<file path="config.mk">
export PLATFORM = sky130hd
export DESIGN_NAME = qspi_flash_resp_flat
export DESIGN_NICKNAME = d
export VERILOG_FILES = /design/src/rtl/qspi_flash_resp_if.sv /design/src/rtl/qspi_flash_resp.sv /design/src/flat_wrapper.sv
export SDC_FILE = /design/constraint.sdc
export NUM_CORES = 1
export LEC_CHECK = 0
export ABC_CLOCK_PERIOD_IN_PS = 2720
export CAP_MARGIN = 20
export CORE_AREA = 2 2 219 221
export DETAILED_ROUTE_END_ITERATION = 10
export DIE_AREA = 0 0 221 223
export DONT_BUFFER_PORTS = 1
export GPL_ROUTABILITY_DRIVEN = 0
export PLACE_DENSITY_LB_ADDON = 0.05
export SETUP_SLACK_MARGIN = 0.15
export SYNTH_ARGS = -nofsm -noshare
export SYNTH_HDL_FRONTEND = slang
export SYNTH_SLANG_ARGS = --single-unit
export TNS_END_PERCENT = 20
</file>
<file path="constraint.sdc">
create_clock -name aclk -period 2.72 [get_ports aclk]
set_input_delay 0.544 -clock aclk [delete_from_list [all_inputs] [get_ports aclk]]
set_output_delay 0.544 -clock aclk [all_outputs]
set_load 0.02 [all_outputs]
</file>
<file path="src/rtl/qspi_flash_resp_if.sv">
// rtl/qspi_flash_resp_if.sv - SPI pin bundle between QSPI controller (master) and flash target (slave)
interface qspi_flash_resp_if;
  logic       spi_sck;
  logic       spi_csn;
  logic       spi_sdo;
  logic       spi_sdi_o;
  logic       spi_sdi_en;
  logic [3:0] spi_q_o;
  logic [3:0] spi_q_en;

  modport master (
    output spi_sck, spi_csn, spi_sdo,
    input  spi_sdi_o, spi_sdi_en, spi_q_o, spi_q_en
  );

  modport slave (
    input  spi_sck, spi_csn, spi_sdo,
    output spi_sdi_o, spi_sdi_en, spi_q_o, spi_q_en
  );
endinterface

</file>
<file path="src/rtl/qspi_flash_resp.sv">
// rtl/qspi_flash_resp.sv - mode-0 serial-NOR flash target model oversampled on aclk
// Optional quad read (cmd 0x6B) enabled by defining QSPI_RESP_QUAD_EN.
module qspi_flash_resp #(
  parameter int DEPTH      = 64,
  parameter int ADDR_BYTES = 3,
  parameter int DUMMY_CLK  = 8
) (
  input  logic                aclk,
  input  logic                aresetn,
  qspi_flash_resp_if.slave    spi,
  output logic                busy
);
  localparam int AW    = $clog2(DEPTH);
  localparam int ABITS = ADDR_BYTES * 8;

  typedef enum logic [3:0] {
    IDLE, CMD, ADDR, STAT, RDATA, WDATA, IGNORE, DUMMY, QDATA
  } state_t;

  state_t         state, state_nxt;
  logic [2:0]     sck_q;
  logic [1:0]     csn_q, sdo_q;
  logic [4:0]     bit_cnt;
  logic [2:0]     tx_cnt;
  logic [6:0]     rx_sh;
  logic [7:0]     cmd;
  logic [AW-1:0]  addr;
  logic           wel, pp_pend;
  logic           sdi_o, sdi_en;
  logic [7:0]     mem [DEPTH];

  // sck_q[1] is the synchronized level, sck_q[2] its previous value
  wire        sck_rise  = sck_q[1] & ~sck_q[2];
  wire        sck_fall  = ~sck_q[1] & sck_q[2];
  wire        csn_hi    = csn_q[1];
  wire        sdo_s     = sdo_q[1];
  wire [7:0]  rx_byte   = {rx_sh, sdo_s};
  wire        byte_done = sck_rise && (bit_cnt[2:0] == 3'd7);
  wire        addr_done = sck_rise && (bit_cnt == 5'(ABITS - 1));
  wire [7:0]  status    = {6'b0, wel, 1'b0};
  wire [7:0]  mem_rd    = mem[addr];
  wire [7:0]  tx_byte   = (state == STAT) ? status : mem_rd;

  assign spi.spi_sdi_o  = sdi_o;
  assign spi.spi_sdi_en = sdi_en;
  assign busy           = (state != IDLE);

  always_ff @(posedge aclk or negedge aresetn) begin
    if (!aresetn) state <= IDLE;
    else          state <= state_nxt;
  end

  always_comb begin
    state_nxt = state;
    if (csn_hi) begin
      state_nxt = IDLE;
    end else begin
      case (state)
        IDLE: state_nxt = CMD;
        CMD: if (byte_done) begin
          case (rx_byte)
            8'h05:   state_nxt = STAT;
            8'h03:   state_nxt = ADDR;
            8'h02:   state_nxt = wel ? ADDR : IGNORE;
`ifdef QSPI_RESP_QUAD_EN
            8'h6B:   state_nxt = ADDR;
`endif
            default: state_nxt = IGNORE;
          endcase
        end
        ADDR: if (addr_done) begin
          if (cmd == 8'h03)      state_nxt = RDATA;
          else if (cmd == 8'h02) state_nxt = WDATA;
          else                   state_nxt = DUMMY;
        end
        DUMMY: if (sck_rise && bit_cnt == 5'(DUMMY_CLK - 1)) state_nxt = QDATA;
        default: ;
      endcase
    end
  end

  always_ff @(posedge aclk or negedge aresetn) begin
    if (!aresetn) begin
      sck_q   <= '0;
      csn_q   <= 2'b11;
      sdo_q   <= '0;
      bit_cnt <= '0;
      tx_cnt  <= '0;
      rx_sh   <= '0;
      cmd     <= '0;
      addr    <= '0;
      wel     <= 1'b0;
      pp_pend <= 1'b0;
      sdi_o   <= 1'b0;
      sdi_en  <= 1'b0;
      for (int i = 0; i < DEPTH; i++) mem[i] <= 8'hFF;
    end else begin
      sck_q <= {sck_q[1:0], spi.spi_sck};
      csn_q <= {csn_q[0], spi.spi_csn};
      sdo_q <= {sdo_q[0], spi.spi_sdo};
      // csn high overrides any bit or byte completing in the same cycle
      if (csn_hi) begin
        bit_cnt <= '0;
        tx_cnt  <= '0;
        sdi_en  <= 1'b0;
        if (pp_pend) begin
          wel     <= 1'b0;
          pp_pend <= 1'b0;
        end
      end else begin
        case (state)
          CMD: if (sck_rise) begin
            rx_sh   <= rx_byte[6:0];
            bit_cnt <= bit_cnt + 5'd1;
            if (byte_done) begin
              cmd     <= rx_byte;
              bit_cnt <= '0;
              if (rx_byte == 8'h06) wel <= 1'b1;
              if (rx_byte == 8'h04) wel <= 1'b0;
              if (rx_byte == 8'h02 && wel) pp_pend <= 1'b1;
            end
          end
          ADDR: if (sck_rise) begin
            addr    <= {addr[AW-2:0], sdo_s};
            bit_cnt <= addr_done ? 5'd0 : bit_cnt + 5'd1;
          end
          DUMMY: if (sck_rise) bit_cnt <= bit_cnt + 5'd1;
          RDATA, STAT: if (sck_fall) begin
            sdi_o  <= tx_byte[3'd7 - tx_cnt];
            sdi_en <= 1'b1;
            tx_cnt <= tx_cnt + 3'd1;
            if (state == RDATA && tx_cnt == 3'd7) addr <= addr + AW'(1);
          end
          WDATA: if (sck_rise) begin
            rx_sh   <= rx_byte[6:0];
            bit_cnt <= bit_cnt + 5'd1;
            if (byte_done) begin
              mem[addr] <= mem_rd & rx_byte;
              addr      <= addr + AW'(1);
              bit_cnt   <= '0;
            end
          end
`ifdef QSPI_RESP_QUAD_EN
          QDATA: if (sck_fall) begin
            tx_cnt <= tx_cnt + 3'd1;
            if (tx_cnt[0]) addr <= addr + AW'(1);
          end
`endif
          default: ;
        endcase
      end
    end
  end

`ifdef QSPI_RESP_QUAD_EN
  logic [3:0] q_o, q_en;

  always_ff @(posedge aclk or negedge aresetn) begin
    if (!aresetn) begin
      q_o  <= '0;
      q_en <= '0;
    end else if (csn_hi) begin
      q_en <= '0;
    end else if (state == QDATA && sck_fall) begin
      q_o  <= tx_cnt[0] ? mem_rd[3:0] : mem_rd[7:4];
      q_en <= 4'hF;
    end
  end

  assign spi.spi_q_o  = q_o;
  assign spi.spi_q_en = q_en;
`else
  assign spi.spi_q_o  = 4'h0;
  assign spi.spi_q_en = 4'h0;
`endif
endmodule

</file>
<file path="src/flat_wrapper.sv">
// flat-port wrapper written by rule: the top's interface ports become plain ports
module qspi_flash_resp_flat 
#(
  parameter int DEPTH      = 64,
  parameter int ADDR_BYTES = 3,
  parameter int DUMMY_CLK  = 8
)
  (aclk, aresetn, busy, spi_spi_sck, spi_spi_csn, spi_spi_sdo, spi_spi_sdi_o, spi_spi_sdi_en, spi_spi_q_o, spi_spi_q_en);
  qspi_flash_resp_if spi_i ();
  input  logic aclk;
  input  logic aresetn;
  output logic busy;
  input wire logic [$bits(spi_i.spi_sck)-1:0] spi_spi_sck;
  input wire logic [$bits(spi_i.spi_csn)-1:0] spi_spi_csn;
  input wire logic [$bits(spi_i.spi_sdo)-1:0] spi_spi_sdo;
  output wire logic [$bits(spi_i.spi_sdi_o)-1:0] spi_spi_sdi_o;
  output wire logic [$bits(spi_i.spi_sdi_en)-1:0] spi_spi_sdi_en;
  output wire logic [$bits(spi_i.spi_q_o)-1:0] spi_spi_q_o;
  output wire logic [$bits(spi_i.spi_q_en)-1:0] spi_spi_q_en;
  assign spi_i.spi_sck = spi_spi_sck;
  assign spi_i.spi_csn = spi_spi_csn;
  assign spi_i.spi_sdo = spi_spi_sdo;
  assign spi_spi_sdi_o = spi_i.spi_sdi_o;
  assign spi_spi_sdi_en = spi_i.spi_sdi_en;
  assign spi_spi_q_o = spi_i.spi_q_o;
  assign spi_spi_q_en = spi_i.spi_q_en;
  qspi_flash_resp #(.DEPTH(DEPTH), .ADDR_BYTES(ADDR_BYTES), .DUMMY_CLK(DUMMY_CLK)) u_core (.aclk(aclk), .aresetn(aresetn), .spi(spi_i), .busy(busy));
endmodule
</file>
# Yosys cells after proc, flatten, opt, wreduce, memory -nomap -nowiden
# Index checks and enable logic that the tools add are counted.
# word_totals
reg_bits,556
input_bits,5
out_inout_bits,11
wordCells,199
# op_classes
add_sub_neg,4
magnitude_cmp,3
n_eq_ne,29
muxes,49
n_bitwise,7
reduce_logical,30
# ops
operator,count
bitwise mux 512 bit,1
binary-select mux 8 bit (select 6 bit),1
demux 8 bit (select 6 bit),1
"equality test 8 x 2 -> 1 bit, second input constant",4
two-way mux 8 bit,4
two-way mux 5 bit,6
two-way mux 6 bit,5
"equality test 8 x 3 -> 1 bit, second input constant",3
two-way mux 4 bit,5
AND reduction 4 bit,5
"!= test 3 x 1 -> 1 bit, second input constant",6
case mux 6 bit (3 select lines),1
two-way mux 1 bit,16
case mux 4 bit (4 select lines),1
case mux 5 bit (3 select lines),1
"equality test 4 x 3 -> 1 bit, second input constant",3
two-way mux 3 bit,4
case mux 4 bit (3 select lines),1
nonzero test 2 bit,6
"!= test 2 x 1 -> 1 bit, second input constant",5
AND 8 bit,1
"equality test 4 x 2 -> 1 bit, second input constant",2
nonzero test 4 bit,2
">= comparator 7 bit, second input constant",1
other kinds (25),37

# Logic depth before layout (Yosys ltp)
# depth
word_depth,7
ltp_mapped,14
ltp_nobuf,8

# Least setup slack after synthesis
# OpenSTA, ideal clock, no wires.
# synth_timing
path_kind,reg2reg
from,register u_core.addr[0]
to,register u_core.mem[10] (netlist bit)
setup_ns,0.082
arrival_ns,2.664
required_time_ns,2.638
path_slack_ns,-0.026
stages_incl_launch_ff,13
synth_period_minus_slack_ns,2.746
cell_sequence,dfrtp_1 -> buf_6 -> buf_6 -> buf_6 -> buf_2 -> buf_2 -> mux2i_1 -> nand2_1 -> o211ai_1 -> o211ai_1 -> o41a_4 -> buf_6 -> mux2_2
# synth_via
elab_chain_cells,6
# synth_rtl
item,line_no,rtl
"start, declared",qspi_flash_resp.sv:27,logic [AW-1:0] addr;
"start signal, assigned",qspi_flash_resp.sv:124,"addr <= {addr[AW-2:0], sdo_s};"
"start signal, assigned",qspi_flash_resp.sv:132,if (state == RDATA && tx_cnt == 3'd7) addr <= addr + AW'(1);
"start signal, assigned",qspi_flash_resp.sv:139,addr <= addr + AW'(1);
inverter 6 -> 7 bit (implied by the code) *,"qspi_flash_resp.sv:41, qspi_flash_resp.sv:138",
>= comparator 7 bit (implied by the code) (tied with other cells),qspi_flash_resp.sv:138,mem[addr] <= mem_rd & rx_byte;
logical AND 1 bit (implied by the code) / two-way mux 8 bit (equally long branches),"qspi_flash_resp.sv:138, qspi_flash_resp.sv:41",
two-way mux 8 bit (on tied branches),"qspi_flash_resp.sv:138, qspi_flash_resp.sv:41",
demux 8 bit (select 6 bit) / AND 8 bit (equally long branches),qspi_flash_resp.sv:138,
bitwise mux 512 bit *,qspi_flash_resp.sv:138,
"end signal, assigned by index",qspi_flash_resp.sv:138,
"end, declared",qspi_flash_resp.sv:30,logic [7:0] mem [DEPTH];
# Mark *: on every way between the ends. The rest lies on a longest branch, timed or not. The select of a mux whose other input is x is not followed.
# A chain may end at the register's enable or synchronous reset.

# Final worst setup path
# layout_timing
from,register u_core.addr[0]
to,register u_core.mem[399] (netlist bit)
# The elaborated chain is that of the path after synthesis.

==> results.cfg <==
[clock_tree]
ctsHoldBuffers = 3
cts.htree.levels = 2
clock_sinks = 556
clockRootBuffer = clkbuf_16
clk_path_buf_depth = 3
clkSlewWorstSetupHoldPaths_ps = 60
clock_latency_ps = 630
cts_buffers = 58
cts_tree = yes

[placed_design]
dp_hpwl_um = 53600
dp_slack_ps = -759
io_buffers = 0
placed_cells = 2715
dpl-instance-area_um2 = 29900

[floorplanning]
die_x_um = 221
die_area_um2 = 49300
start_util_pct = 57.0
rows = 80
core_area_um2 = 47100
die_h_um = 223
io-pin-count = 16

[grt]
grt_pass1_wl_um = 120000
grt_overflow = 0
grt_max_degree = 557
grt_pass1_vias = 18527
antenna_found_initial = 1
grt_usage_pct = 32.2

[yosys]
async_reset_ff_share_pct = 100
yosysUniqueCellTypes = 76
ys_seq_area_share_pct = 54.2
yosysWarnings = 0
syn_inst = 1929
synth-edff-count = 0
avgSynthCellArea_um2 = 13.9
ys_ff_latch = 556
synth_area_um2 = 26900
synth_flop_cell = dfstp_2

[setup_path]
critPathCaptureType = register
crit_fanout = 44
rr_worst_depth = 11
critPathCapture = u_core.mem[399]$_DFFE_PN1P_
required_ps = 3270
worstSetupPathType = reg -> reg
r2r_slack_ps = -650
reg2reg_to = u_core.mem[399]$_DFFE_PN1P_
arrival_ps = 3920
critPathLaunch = u_core.addr[0]$_DFFE_PN0P_
cp-start-kind = register
r2r-start = u_core.addr[0]$_DFFE_PN0P_

[timing]
fmax_mhz = 297
layout_setup_ws_ps = -646
finClkSkew_ps = 20.2
finalSetupViolCount = 513
fin_crit_sh_pct = 124
drv_slew = 348
rsz0062_at_grt = true
hold_ws_ps = -320
slew_headroom_pct = -75.7
tns_ps = -268270
period_minus_slack_ps = 3370
hold_viol = 65
worst_pin_slew_ps = 2640

[drt]
wl_per_cell_um = 28.2
finalWirelength_um = 79900
vias_per_cell = 6.38
dr.pass1.iters = 5
antenna_left = 0
drtIter0Drc = 1674
drc = 0
num_vias = 18086

[layout]
design_area_um2 = 32300
final-seq-area_um2 = 14600
diodes = 0
fillers = 3367
multi_input_area_um2 = 11900
finalNetCount = 2182
drive_gt1_share_pct = 70.6
final_util_pct = 68.6
stdcell_count = 2834
syn_to_final_growth_pct = 20.4

[job]
drv_cap = 0

[power_and_ir_drop]
finalPower_mw = 25.2
peakVddDrop_uv = 649
power_density_nw_per_um2 = 780
leakagePower_nw = 13.4

[outcome]
violations = negative hold slack, max-slew violations, negative setup slack
status = finished, violations left

[min_path]
hp-class = in -> async
[area by class of cell]
cell class | instances | share of cell area [%]
inverter | 14 | 0.163
clock inverter | 35 | 1.66
sequential | 556 | 45.1
multi-input combinational | 1221 | 36.9
tap | 615 | 2.38
timing repair buffer | 321 | 8.79
clock buffer | 72 | 5.06
[how the worst min path moves through the flow]
stage | cells after the start | end | startpoint
after floorplan | 0 | u_core.addr[0]$_DFFE_PN0P_ | aresetn
after global routing | 0 | u_core.addr[0]$_DFFE_PN0P_ | aresetn
after global placement | 0 | u_core.addr[0]$_DFFE_PN0P_ | aresetn
after CTS | 0 | u_core.spi.spi_sdi_o$_DFFE_PN0P_ | aresetn
final | 0 | u_core.addr[3]$_DFFE_PN0P_ | aresetn
after detailed placement | 0 | u_core.rx_sh[3]$_DFFE_PN0P_ | aresetn
[logic make-up (layout without fill, tap and decap cells)]
group | Yosys count | count (layout) | synth area share [%]
AOI/OAI and AO/OA | 277 | 277 | 8.10
and+or+nand+nor | 266 | 266 | 5.25
other | 1 | 8 | 0.0140
DFF | 556 | 556 | 54.2
buffers and inverters | 159 | 442 | 3.50
xor gates and xnor gates | 2 | 2 | 0.0652
adders and majority gates | 5 | 5 | 0.233
muxes | 663 | 663 | 28.6
[critical path: stages (launching register included)]
cell,delay (ps)
dfrtp_4,570
buf_12,190
buf_4,150
and2_1,190
buf_4,170
a221o_1,350
a222oi_1,410
buf_4,180
o22ai_1,150
o31a_4,400
buf_12,170
mux2_2,300
[power breakdown]
part           total (mW)  switching, mW  internal (mW)
sequential           8.72          0.303           8.42
combinational        7.52           4.39           3.12
clock                8.97           3.40           5.57
[cell usage after synthesis (6+ instances only)]
library cell | count | share of area, %
mux2_2 | 544 | 23
dfstp_2 | 514 | 50
nor2_1 | 92 | 1.3
mux2i_1 | 81 | 3.0
clkbuf_1 | 60 | 0.84
a22o_1 | 43 | 1.4
nand2_1 | 43 | 0.60
dfrtp_1 | 42 | 3.9
o22ai_1 | 32 | 0.75
a22oi_1 | 31 | 0.87
buf_6 | 30 | 1.3
mux4_2 | 29 | 2.4
buf_2 | 28 | 0.52
a221o_1 | 24 | 0.89
a21oi_1 | 22 | 0.41
buf_4 | 22 | 0.61
o21ai_0 | 21 | 0.39
nand3_1 | 16 | 0.30
nand2b_1 | 15 | 0.35
a221oi_1 | 14 | 0.46
inv_1 | 13 | 0.18
nor3_1 | 12 | 0.22
o2bb2ai_1 | 12 | 0.39
mux2_1 | 9 | 0.38
nor2b_1 | 9 | 0.21
a211oi_1 | 8 | 0.22
a222oi_1 | 8 | 0.30
and3_1 | 8 | 0.19
nor4_1 | 8 | 0.19
o211ai_1 | 8 | 0.22
o31ai_1 | 8 | 0.22
a31oi_1 | 7 | 0.16
nor3_2 | 7 | 0.26
and2_1 | 6 | 0.14
and3b_1 | 6 | 0.20
[cells in the final DEF (no fill, tap or decap), drive strengths merged, types with 12 or more instances in the layout]
cell     count
a21oi       22
a221o       24
a221oi      14
a22o        43
a22oi       31
buf        317
bufinv      14
clkbuf      73
clkinv      16
dfrtp       42
dfstp      514
inv         16
mux2       553
mux2i       81
mux4        29
nand2       43
nand2b      15
nand3       16
nor2        93
nor3        19
o21ai       22
o22ai       32
o2bb2ai     12
[flip-flops by register name, summed over array words and instances, names as in the netlist, 2 cells and up]
signal	cells
u_core.sdo_q	2
u_core.state	4
u_core.rx_sh	7
u_core.sck_q	3
u_core.addr	6
u_core.tx_cnt	3
u_core.csn_q	2
u_core.bit_cnt	5
u_core.mem	512
u_core.cmd	8
[routing by layer]
metal  up-vias  global-route usage (%)  part of all wire [%]
li1       7682                       -                     -
met1      9625                    46.2                    44
met2       623                    50.3                    46
met3       154                    4.95                   6.4
met4         2                    11.2                   3.1
met5         -                       0                 0.016
[what timing repair did]
| action | CTS | global route |
|---|---|---|
| endpoints found under the hold margin | 559 | 298 |
| gates resized for setup | 19 | 18 |
| endpoints found under the setup margin | 513 | 513 |
| buffers inserted | 3 | 5 |
| pin swaps | 3 | 10 |
| cloned | 0 | 1 |
Power figures use the tool's default switching activity.
